[config.mk]
export PLATFORM = sky130hd
export DESIGN_NAME = alu_stream_wrapper
export DESIGN_NICKNAME = d
export VERILOG_FILES = /design/src/rtl/alu_stream_wrapper.sv
export SDC_FILE = /design/constraint.sdc
export NUM_CORES = 1
export LEC_CHECK = 0
export BUFFER_PORTS_ARGS = -buffer_cell sky130_fd_sc_hd__buf_2
export CAP_MARGIN = 20
export CORE_ASPECT_RATIO = 1.4
export CORE_MARGIN = 2
export CORE_UTILIZATION = 44
export DETAILED_ROUTE_END_ITERATION = 10
export HOLD_SLACK_MARGIN = 0.06
export PLACE_DENSITY_LB_ADDON = 0.25
export SYNTH_ARGS = -nofsm -noshare
export SYNTH_HDL_FRONTEND = slang
export SYNTH_SLANG_ARGS = --single-unit
[constraint.sdc]
create_clock -name clk -period 3.45 [get_ports clk]
set_input_delay 0.69 -clock clk [delete_from_list [all_inputs] [get_ports clk]]
set_output_delay 0.69 -clock clk [all_outputs]
set_load 0.005 [all_outputs]
[src/rtl/alu_stream_wrapper.sv]
`default_nettype none
// ============================================================================
//  Module      : alu_stream_wrapper
//  Description : Streaming ALU. Accepts a three-word input frame
//                (CTRL, A, B), executes one of eight ALU operations and
//                returns the result (and, optionally, a flags word) as an
//                output frame. Counts completed output frames.
//  Config      : `define ALU_STREAM_FLAGS_EN to append the flags word
//                {overflow, negative, zero, borrow, carry} after the result.
//  Revision    : 1.0 - initial release
// ============================================================================
module alu_stream_wrapper #(
    parameter int DATA_W = 8,
    parameter int CNT_W  = 16
) (
    input  logic              clk,
    input  logic              rst,
    input  logic [DATA_W-1:0] in_data,
    input  logic              in_valid,
    output logic              in_ready,
    output logic [DATA_W-1:0] out_data,
    output logic              out_valid,
    input  logic              out_ready,
    output logic              out_last,
    output logic              busy,
    output logic [CNT_W-1:0]  frame_cnt
);

    localparam logic [2:0] c_OP_ADD = 3'd0;
    localparam logic [2:0] c_OP_SUB = 3'd1;
    localparam logic [2:0] c_OP_AND = 3'd2;
    localparam logic [2:0] c_OP_OR  = 3'd3;
    localparam logic [2:0] c_OP_XOR = 3'd4;
    localparam logic [2:0] c_OP_NOT = 3'd5;
    localparam logic [2:0] c_OP_SHL = 3'd6;
    localparam logic [2:0] c_OP_SHR = 3'd7;

`ifdef ALU_STREAM_FLAGS_EN
    // One extra bit keeps the carry/borrow out of the adder and subtractor
    localparam int c_SUM_W = DATA_W + 1;

    typedef enum logic [2:0] {
        S_CTRL    = 3'd0,
        S_GET_A   = 3'd1,
        S_GET_B   = 3'd2,
        S_EXEC    = 3'd3,
        S_OUT_RES = 3'd4,
        S_OUT_FLG = 3'd5
    } state_t;
`else
    localparam int c_SUM_W = DATA_W;

    typedef enum logic [2:0] {
        S_CTRL    = 3'd0,
        S_GET_A   = 3'd1,
        S_GET_B   = 3'd2,
        S_EXEC    = 3'd3,
        S_OUT_RES = 3'd4
    } state_t;
`endif

    state_t              r_state;
    state_t              w_state_nxt;
    logic                r_in_en;
    logic [2:0]          r_op;
    logic                r_cin;
    logic                r_bin;
    logic [DATA_W-1:0]   r_a;
    logic [DATA_W-1:0]   r_b;
    logic [DATA_W-1:0]   r_res;
    logic [DATA_W-1:0]   w_res;
    logic [c_SUM_W-1:0]  w_add;
    logic [c_SUM_W-1:0]  w_sub;
    logic [CNT_W-1:0]    r_frame_cnt;
    logic                w_in_fire;
    logic                w_frame_done;
`ifdef ALU_STREAM_FLAGS_EN
    logic [4:0]          r_flg;
    logic [4:0]          w_flg;
    logic                w_carry;
    logic                w_borrow;
    logic                w_ovf;
`endif

    // in_ready is gated by r_in_en so it stays low during reset and only
    // rises on the first clock edge after reset is released
    assign in_ready     = r_in_en && ((r_state == S_CTRL) ||
                                      (r_state == S_GET_A) ||
                                      (r_state == S_GET_B));
    assign w_in_fire    = in_valid && in_ready;
    assign w_frame_done = out_valid && out_ready && out_last;
    assign busy         = (r_state != S_CTRL);
    assign frame_cnt    = r_frame_cnt;

    // State register
    always_ff @(posedge clk or negedge rst) begin
        if (!rst) begin
            r_state <= S_CTRL;
        end else begin
            r_state <= w_state_nxt;
        end
    end

    // Input-enable: low in reset, high from the first edge after release
    always_ff @(posedge clk or negedge rst) begin
        if (!rst) begin
            r_in_en <= 1'b0;
        end else begin
            r_in_en <= 1'b1;
        end
    end

    // Next-state and output-stream decode
    always_comb begin
        w_state_nxt = r_state;
        out_valid   = 1'b0;
        out_last    = 1'b0;
        out_data    = '0;
        case (r_state)
            S_CTRL: begin
                if (w_in_fire) w_state_nxt = S_GET_A;
            end
            S_GET_A: begin
                if (w_in_fire) w_state_nxt = S_GET_B;
            end
            S_GET_B: begin
                if (w_in_fire) w_state_nxt = S_EXEC;
            end
            S_EXEC: begin
                w_state_nxt = S_OUT_RES;
            end
            S_OUT_RES: begin
                out_valid = 1'b1;
                out_data  = r_res;
`ifdef ALU_STREAM_FLAGS_EN
                if (out_ready) w_state_nxt = S_OUT_FLG;
`else
                out_last  = 1'b1;
                if (out_ready) w_state_nxt = S_CTRL;
`endif
            end
`ifdef ALU_STREAM_FLAGS_EN
            S_OUT_FLG: begin
                out_valid = 1'b1;
                out_last  = 1'b1;
                out_data  = {{(DATA_W-5){1'b0}}, r_flg};
                if (out_ready) w_state_nxt = S_CTRL;
            end
`endif
            default: begin
                w_state_nxt = S_CTRL;
            end
        endcase
    end

    // Capture the CTRL fields and operands as each input word transfers
    always_ff @(posedge clk or negedge rst) begin
        if (!rst) begin
            r_op  <= '0;
            r_cin <= 1'b0;
            r_bin <= 1'b0;
            r_a   <= '0;
            r_b   <= '0;
        end else if (w_in_fire) begin
            case (r_state)
                S_CTRL: begin
                    r_op  <= in_data[2:0];
                    r_cin <= in_data[3];
                    r_bin <= in_data[4];
                end
                S_GET_A: r_a <= in_data;
                S_GET_B: r_b <= in_data;
                default: ;
            endcase
        end
    end

    // Datapath result for the captured opcode, modulo 2^DATA_W
    always_comb begin
        w_add = c_SUM_W'(r_a) + c_SUM_W'(r_b) + c_SUM_W'(r_cin);
        w_sub = c_SUM_W'(r_a) - c_SUM_W'(r_b) - c_SUM_W'(r_bin);
        w_res = '0;
        case (r_op)
            c_OP_ADD: w_res = w_add[DATA_W-1:0];
            c_OP_SUB: w_res = w_sub[DATA_W-1:0];
            c_OP_AND: w_res = r_a & r_b;
            c_OP_OR:  w_res = r_a | r_b;
            c_OP_XOR: w_res = r_a ^ r_b;
            c_OP_NOT: w_res = ~r_a;
            c_OP_SHL: w_res = {r_a[DATA_W-2:0], 1'b0};
            c_OP_SHR: w_res = {1'b0, r_a[DATA_W-1:1]};
            default:  w_res = '0;
        endcase
    end

`ifdef ALU_STREAM_FLAGS_EN
    // Status flags; carry doubles as the bit shifted out for SHL/SHR
    always_comb begin
        w_carry  = 1'b0;
        w_borrow = 1'b0;
        w_ovf    = 1'b0;
        case (r_op)
            c_OP_ADD: begin
                w_carry = w_add[DATA_W];
                w_ovf   = (r_a[DATA_W-1] == r_b[DATA_W-1]) &&
                          (w_res[DATA_W-1] != r_a[DATA_W-1]);
            end
            c_OP_SUB: begin
                w_borrow = w_sub[DATA_W];
                w_ovf    = (r_a[DATA_W-1] != r_b[DATA_W-1]) &&
                           (w_res[DATA_W-1] != r_a[DATA_W-1]);
            end
            c_OP_SHL: w_carry = r_a[DATA_W-1];
            c_OP_SHR: w_carry = r_a[0];
            default:  ;
        endcase
        w_flg = {w_ovf, w_res[DATA_W-1], (w_res == '0), w_borrow, w_carry};
    end
`endif

    // Register the ALU outcome in S_EXEC so the output words stay stable
    always_ff @(posedge clk or negedge rst) begin
        if (!rst) begin
            r_res <= '0;
`ifdef ALU_STREAM_FLAGS_EN
            r_flg <= '0;
`endif
        end else if (r_state == S_EXEC) begin
            r_res <= w_res;
`ifdef ALU_STREAM_FLAGS_EN
            r_flg <= w_flg;
`endif
        end
    end

    // Completed-frame counter, wraps naturally at 2^CNT_W
    always_ff @(posedge clk or negedge rst) begin
        if (!rst) begin
            r_frame_cnt <= '0;
        end else if (w_frame_done) begin
            r_frame_cnt <= r_frame_cnt + 1'b1;
        end
    end

endmodule
`default_nettype wire

== Yosys cells after proc, flatten, opt, wreduce, memory -nomap -nowiden ==
Index checks and enable logic that the tools add are counted.
Widths: inputs -> output; s select.

* Output and inout port bits: 28
* Bits in registers: 49
* Logic and storage cells: 54

* Add/sub/neg operators: 5
* Reductions and logical operators: 13
* Equality and inequality tests: 15
* Muxes and demuxes: 8
* Bitwise gates (word level): 4

{| class="wikitable"
|+ Operators with widths
! operator !! count
|-
| $pmux 8 s8 || 1
|-
| $add 16x1->16 const B || 1
|-
| $eq 3x3->1 const B || 5
|-
| $pmux 3 s5 || 1
|-
| $eq 3x2->1 const B || 4
|-
| $mux 3 || 4
|-
| $add 8x1->8 || 1
|-
| $add 8x8->8 || 1
|-
| $and 8x8->8 || 1
|-
| $mux 8 || 1
|-
| $ne 2x2->1 const B || 4
|-
| $not 8->8 || 1
|-
| $or 8x8->8 || 1
|-
| $sub 8x1->8 || 1
|-
| $sub 8x8->8 || 1
|-
| $xor 8x8->8 || 1
|-
| $eq 3x1->1 const B || 2
|-
| $logic_not 3->1 || 2
|-
| $reduce_and 2->1 || 3
|-
| $logic_and 1x1->1 || 4
|-
| $reduce_and 4->1 || 1
|-
| $reduce_bool 3->1 || 1
|-
| $logic_or 1x1->1 || 2
|-
| $mux 1 || 1
|}

== Longest topological paths before layout ==
* Depth after elaboration: 7
* Depth in mapped cells: 10
* Gate-level depth less buffers: 10

== Worst setup path before layout ==
Ideal clock, no wire load.

* Path type: register to register
* Start point: reg r_a[4]
* End point: reg r_res[6]
* Cell stages (with the launch flop): 10
* Library setup time: 104 ps
* Arrival time: 2,197 ps
* Setup slack: 1,149 ps
* Path buffers: 0
* Path through: dfrtp_1 > inv_1 > ha_1 > ha_1 > nor2_1 > a21boi_1 > o21bai_2 > xnor2_1 > mux4_2 > o311ai_1

* Word-level cells in the longest chain between the ends: 3
* Elaborated cells between the ends (all ways): 5
* Those cells by class: add/sub: 4; mux: 1

{| class="wikitable"
|+ RTL lines
! item !! line !! source
|-
| start: declaration || 68 || <nowiki>logic [DATA_W-1:0] r_a;</nowiki>
|-
| start signal: assignment || 171 || <nowiki>S_GET_A: r_a <= in_data;</nowiki>
|-
| $sub 8x8->8 / $add 8x8->8 (equally long branches) || 181, 180 ||
|-
| $sub 8x1->8 / $add 8x1->8 (equally long branches) || 181, 180 ||
|-
| $pmux 8 s8 (*) || 183 || <nowiki>case (r_op)</nowiki>
|-
| end signal: assignment || 229 || <nowiki>r_res <= w_res;</nowiki>
|-
| end: declaration || 70 || <nowiki>logic [DATA_W-1:0] r_res;</nowiki>
|}

Every way passes the cells marked *; elsewhere a longest branch is shown, timed or not.
A chain may end at the register's enable or synchronous reset.

== Worst setup path after layout ==
Same ends and word-level chain as after synthesis.

==> impl_summary.txt <==
----------------------------------------------------
[Run status]
  Run status ... finished clean

[Yosys]
  Async S/R FF share, synth ... 100.0%
  Top cell type's share of synthesized area ... 36.26%
  Summed instance area of the synthesized netlist ... 3382 um2
  Post-synth net total ... 411
  Dominant cells by area after synthesis ... sky130_fd_sc_hd__dfrtp_1 36%, sky130_fd_sc_hd__ha_1 11%, sky130_fd_sc_hd__o21ai_0 5.2%, sky130_fd_sc_hd__nand2_1 4.7%, sky130_fd_sc_hd__mux4_2 4.0%
  List of most frequent post-synthesis cells ... 49 x sky130_fd_sc_hd__dfrtp_1, 42 x sky130_fd_sc_hd__nand2_1, 35 x sky130_fd_sc_hd__o21ai_0
  Part of the Yosys area used for sequential elements ... 36.26%
  Most area-hungry cell type in the Yosys netlist ... sky130_fd_sc_hd__dfrtp_1
  Seq cells post-synth ... 49
  Number of flops mapped to enable cells by yosys ... 0
  Count of cell types in the netlist ... 54
  Post-synthesis cell count ... 366
  Post-Syn Area per Cell ... 9.240 um2
  Leading cell type by number of instances after synthesis ... sky130_fd_sc_hd__dfrtp_1
  Primary flip-flop cell chosen by synthesis mapping ... sky130_fd_sc_hd__dfrtp_1
  Syn. warnings ... 0

[Layout]
  Post-route cell area ... 3756 um2
  Final net count ... 446
  Area Growth Syn to Fin ... 11.06%
  Antenna fix cells ... 0
  Fraction of final layout cells sized beyond drive strength 1 ... 17.66%
  Filler instances ... 728

[Drt]
  Aggregate routed wire length ... 7316 um
  Post-route DRC ... 0
  Iter 0 DRT Violations ... 201
  Number of vias per cell ... 5.339
  Router iterations before antenna repair ... 4
  Routed length per instance ... 14.66 um
  Vias post-DR ... 2664
  Post-route antenna net violation count ... 0

[GRT]
  Global-route total usage across every layer ... 18.51%
  Remaining global-route overflow ... 0
  Largest net degree at the start of global routing ... 33
  Wire length of the first global-routing pass ... 12320 um
  Via count of the first global-routing pass ... 2555
  Number of antenna violations at the first check in global routing ... 0

[Placed design]
  Number of buffer cells added on primary ports ... 39
  DP Area ... 3656 um2
  Final weighted congestion of routability-driven global placement ... 0.9210
  Placed wire-length estimate ... 5575 um

[Floorplanning]
  Overall die height ... 107.7 um
  Effective utilization at floorplan ... 45.66%
  Std-Cell Core Area ... 7407 um2
  IO Count ... 40
  Die Area ... 8414 um2
  FP Rows ... 37
  Horizontal die dimension ... 78.10 um

[Power]
  PwrDens ... 1033 nW/um2
  Post-layout total power ... 3.880 mW
  Total leakage power ... 1.846 nW
  Largest vdd supply drop ... 0.3906 mV

[Clock tree]
  Worst-skew pair later-pin latency ... 0.31 ns
  Clock slew seen by the registers of the worst setup and hold paths ... 0.10 ns
  Number of setup buffers added after CTS ... 0
  Clock Root Buffer ... sky130_fd_sc_hd__clkbuf_8
  TritonCTS clock tree ... built
  Maximum level of the CTS H-tree ... 2
  Resized Gates After CTS ... 0
  CTS Hold Buffers Added ... 0
  Clock Sink Count ... 49
  TritonCTS buffer count ... 5
  Max Buffers Root-to-Sink ... 2

[Timing]
  Slew margin rel. ... 38.52%
  Achievable frequency ... 388.6 MHz
  Final sum of negative setup slack ... 0 ns
  Hold slack ... 0.4180 ns
  Post-route fraction of the period consumed by the critical path ... 74.59%
  Clock period minus worst slack ... 2.573 ns
  Number of setup violations in the final report ... 0
  RSZ-0062 raised after global routing ... no
  Least-Margin Pin Slew ... 0.9189 ns
  Clock skew ... 0.008345 ns
  Final hold vios ... 0
  Final-report max-slew violation count ... 0

[Critical path]
  WP depth ... 9
  Slack of the worst reg-to-reg path ... 0.88 ns
  Type of the worst setup path ... flip-flop to flip-flop
  Crit-path slowest cell ... sky130_fd_sc_hd__mux4_2
  Worst-path fanout max ... 6
  Setup crit end kind ... flip-flop
  Cell chain of the critical path ... inv_1 > ha_1 > ha_1 > nor2_1 > a21boi_1 > o21bai_2 > xnor2_1 > mux4_2 > o311ai_1
  Buffers & Inverters on Critical Path ... 1
  Critical Path RT ... 3.66 ns
  Kind of start point of the critical path ... flip-flop
  Worst reg2reg path endpoint ... r_res[6]
  Most frequent cell on the critical path ... sky130_fd_sc_hd__ha_1
  Worst Reg2Reg Path Length in Cells ... 9
  Arrival time of data at the critical path endpoint ... 2.78 ns
  Delay of the slowest critical-path stage ... 0.44 ns
  Delay-heaviest family, CP ... adder cells
  Worst R2R Start ... r_a[4]

[Min path]
  Tightest Hold Check Type ... primary input to async pin

[Run]
  Max Cap Viol ... 0

----------------------------------------------------
[cell usage in the layout, fill, tap and decap left out, types with 2 or more instances in the layout]
cell                       synthesis  layout
sky130_fd_sc_hd__a211oi_1          4       4
sky130_fd_sc_hd__a21o_1            3       3
sky130_fd_sc_hd__a21oi_1          13      13
sky130_fd_sc_hd__a221oi_1          2       2
sky130_fd_sc_hd__a311oi_1          2       2
sky130_fd_sc_hd__and2_1            9       9
sky130_fd_sc_hd__and3_1            3       3
sky130_fd_sc_hd__buf_2             3      39
sky130_fd_sc_hd__buf_4             2       3
sky130_fd_sc_hd__clkbuf_8          0       6
sky130_fd_sc_hd__dfrtp_1          49      49
sky130_fd_sc_hd__fa_1              4       4
sky130_fd_sc_hd__ha_1             29      29
sky130_fd_sc_hd__inv_1            34      34
sky130_fd_sc_hd__mux2_2            8       8
sky130_fd_sc_hd__mux2i_1           3       3
sky130_fd_sc_hd__mux4_2            6       6
sky130_fd_sc_hd__nand2_1          42      42
sky130_fd_sc_hd__nand2b_1          4       4
sky130_fd_sc_hd__nand3_1           6       6
sky130_fd_sc_hd__nand4_1           2       2
sky130_fd_sc_hd__nor2_1           23      23
sky130_fd_sc_hd__nor2b_1           3       3
sky130_fd_sc_hd__nor3_1            6       6
sky130_fd_sc_hd__o211ai_1          4       4
sky130_fd_sc_hd__o21a_1            3       3
sky130_fd_sc_hd__o21ai_0          35      35
sky130_fd_sc_hd__o22ai_1           5       5
sky130_fd_sc_hd__o31ai_1           3       3
sky130_fd_sc_hd__or3_1             2       2
sky130_fd_sc_hd__xnor2_1          10      10
sky130_fd_sc_hd__xor2_1           14      14
[through the flow]
stage	worst slack [ns]	utilization (%)	std cells
after floorplan	1.149	-	366
after global placement	1.024	49.36	491
after detailed placement	0.9138	49.36	491
after CTS	0.8759	50.71	499
after global routing	0.6463	50.71	499
final	0.8766	50.71	499
[layer usage]
layer | GRT usage (%) | vias up | share of wire (%)
li1 | - | 1321 | -
met3 | 3.020 | 7 | 3.9
met5 | 0 | - | 0
met2 | 33.19 | 51 | 52
met4 | 5.388 | 0 | 1.1
met1 | 22.80 | 1285 | 43
[power breakdown]
part | internal (mW) | switching, mW | total (mW)
registers | 0.770 | 0.260 | 1.03
logic | 1.14 | 1.34 | 2.48
clock network | 0.167 | 0.204 | 0.371
total | 2.07 | 1.81 | 3.88
[area by class of cell]
cell class                 instances  area, um2  share of cell area (%)
inverter                          36      135.1                   3.598
clock buffer                       6      82.58                   2.199
clock inverter                     2      17.52                  0.4664
timing repair buffer              42      217.7                   5.796
tap                               97      121.4                   3.231
multi-input combinational        267       1956                   52.07
sequential                        49       1226                   32.65
[registers in the layout (all words and copies together) (netlist names)]
name and cells:
frame_cnt 16, r_a 8, r_b 8, r_res 8
r_op 3, r_state 3, r_bin 1, r_cin 1
r_in_en 1
[worst max-delay path by stage]
stage,from,to
2_1_floorplan,r_a[4],r_res[6]
3_3_place_gp,r_a[3],r_res[6]
3_5_place_dp,r_a[4],r_res[6]
4_1_cts,r_a[4],r_res[6]
5_1_grt,r_a[4],r_res[6]
6_report,r_a[4],r_res[6]
[cells by family after synthesis]
kind of cell | share of synthesized area (%)
and+or+nand+nor | 16.09
AOI/OAI and AO/OA | 14.76
buffers and inverters | 5.919
DFF | 36.26
adders and majority gates | 13.10
xor gates and xnor gates | 6.215
muxes | 7.547
other | 0.1109
No activity file was read; power rests on OpenSTA's default activity.
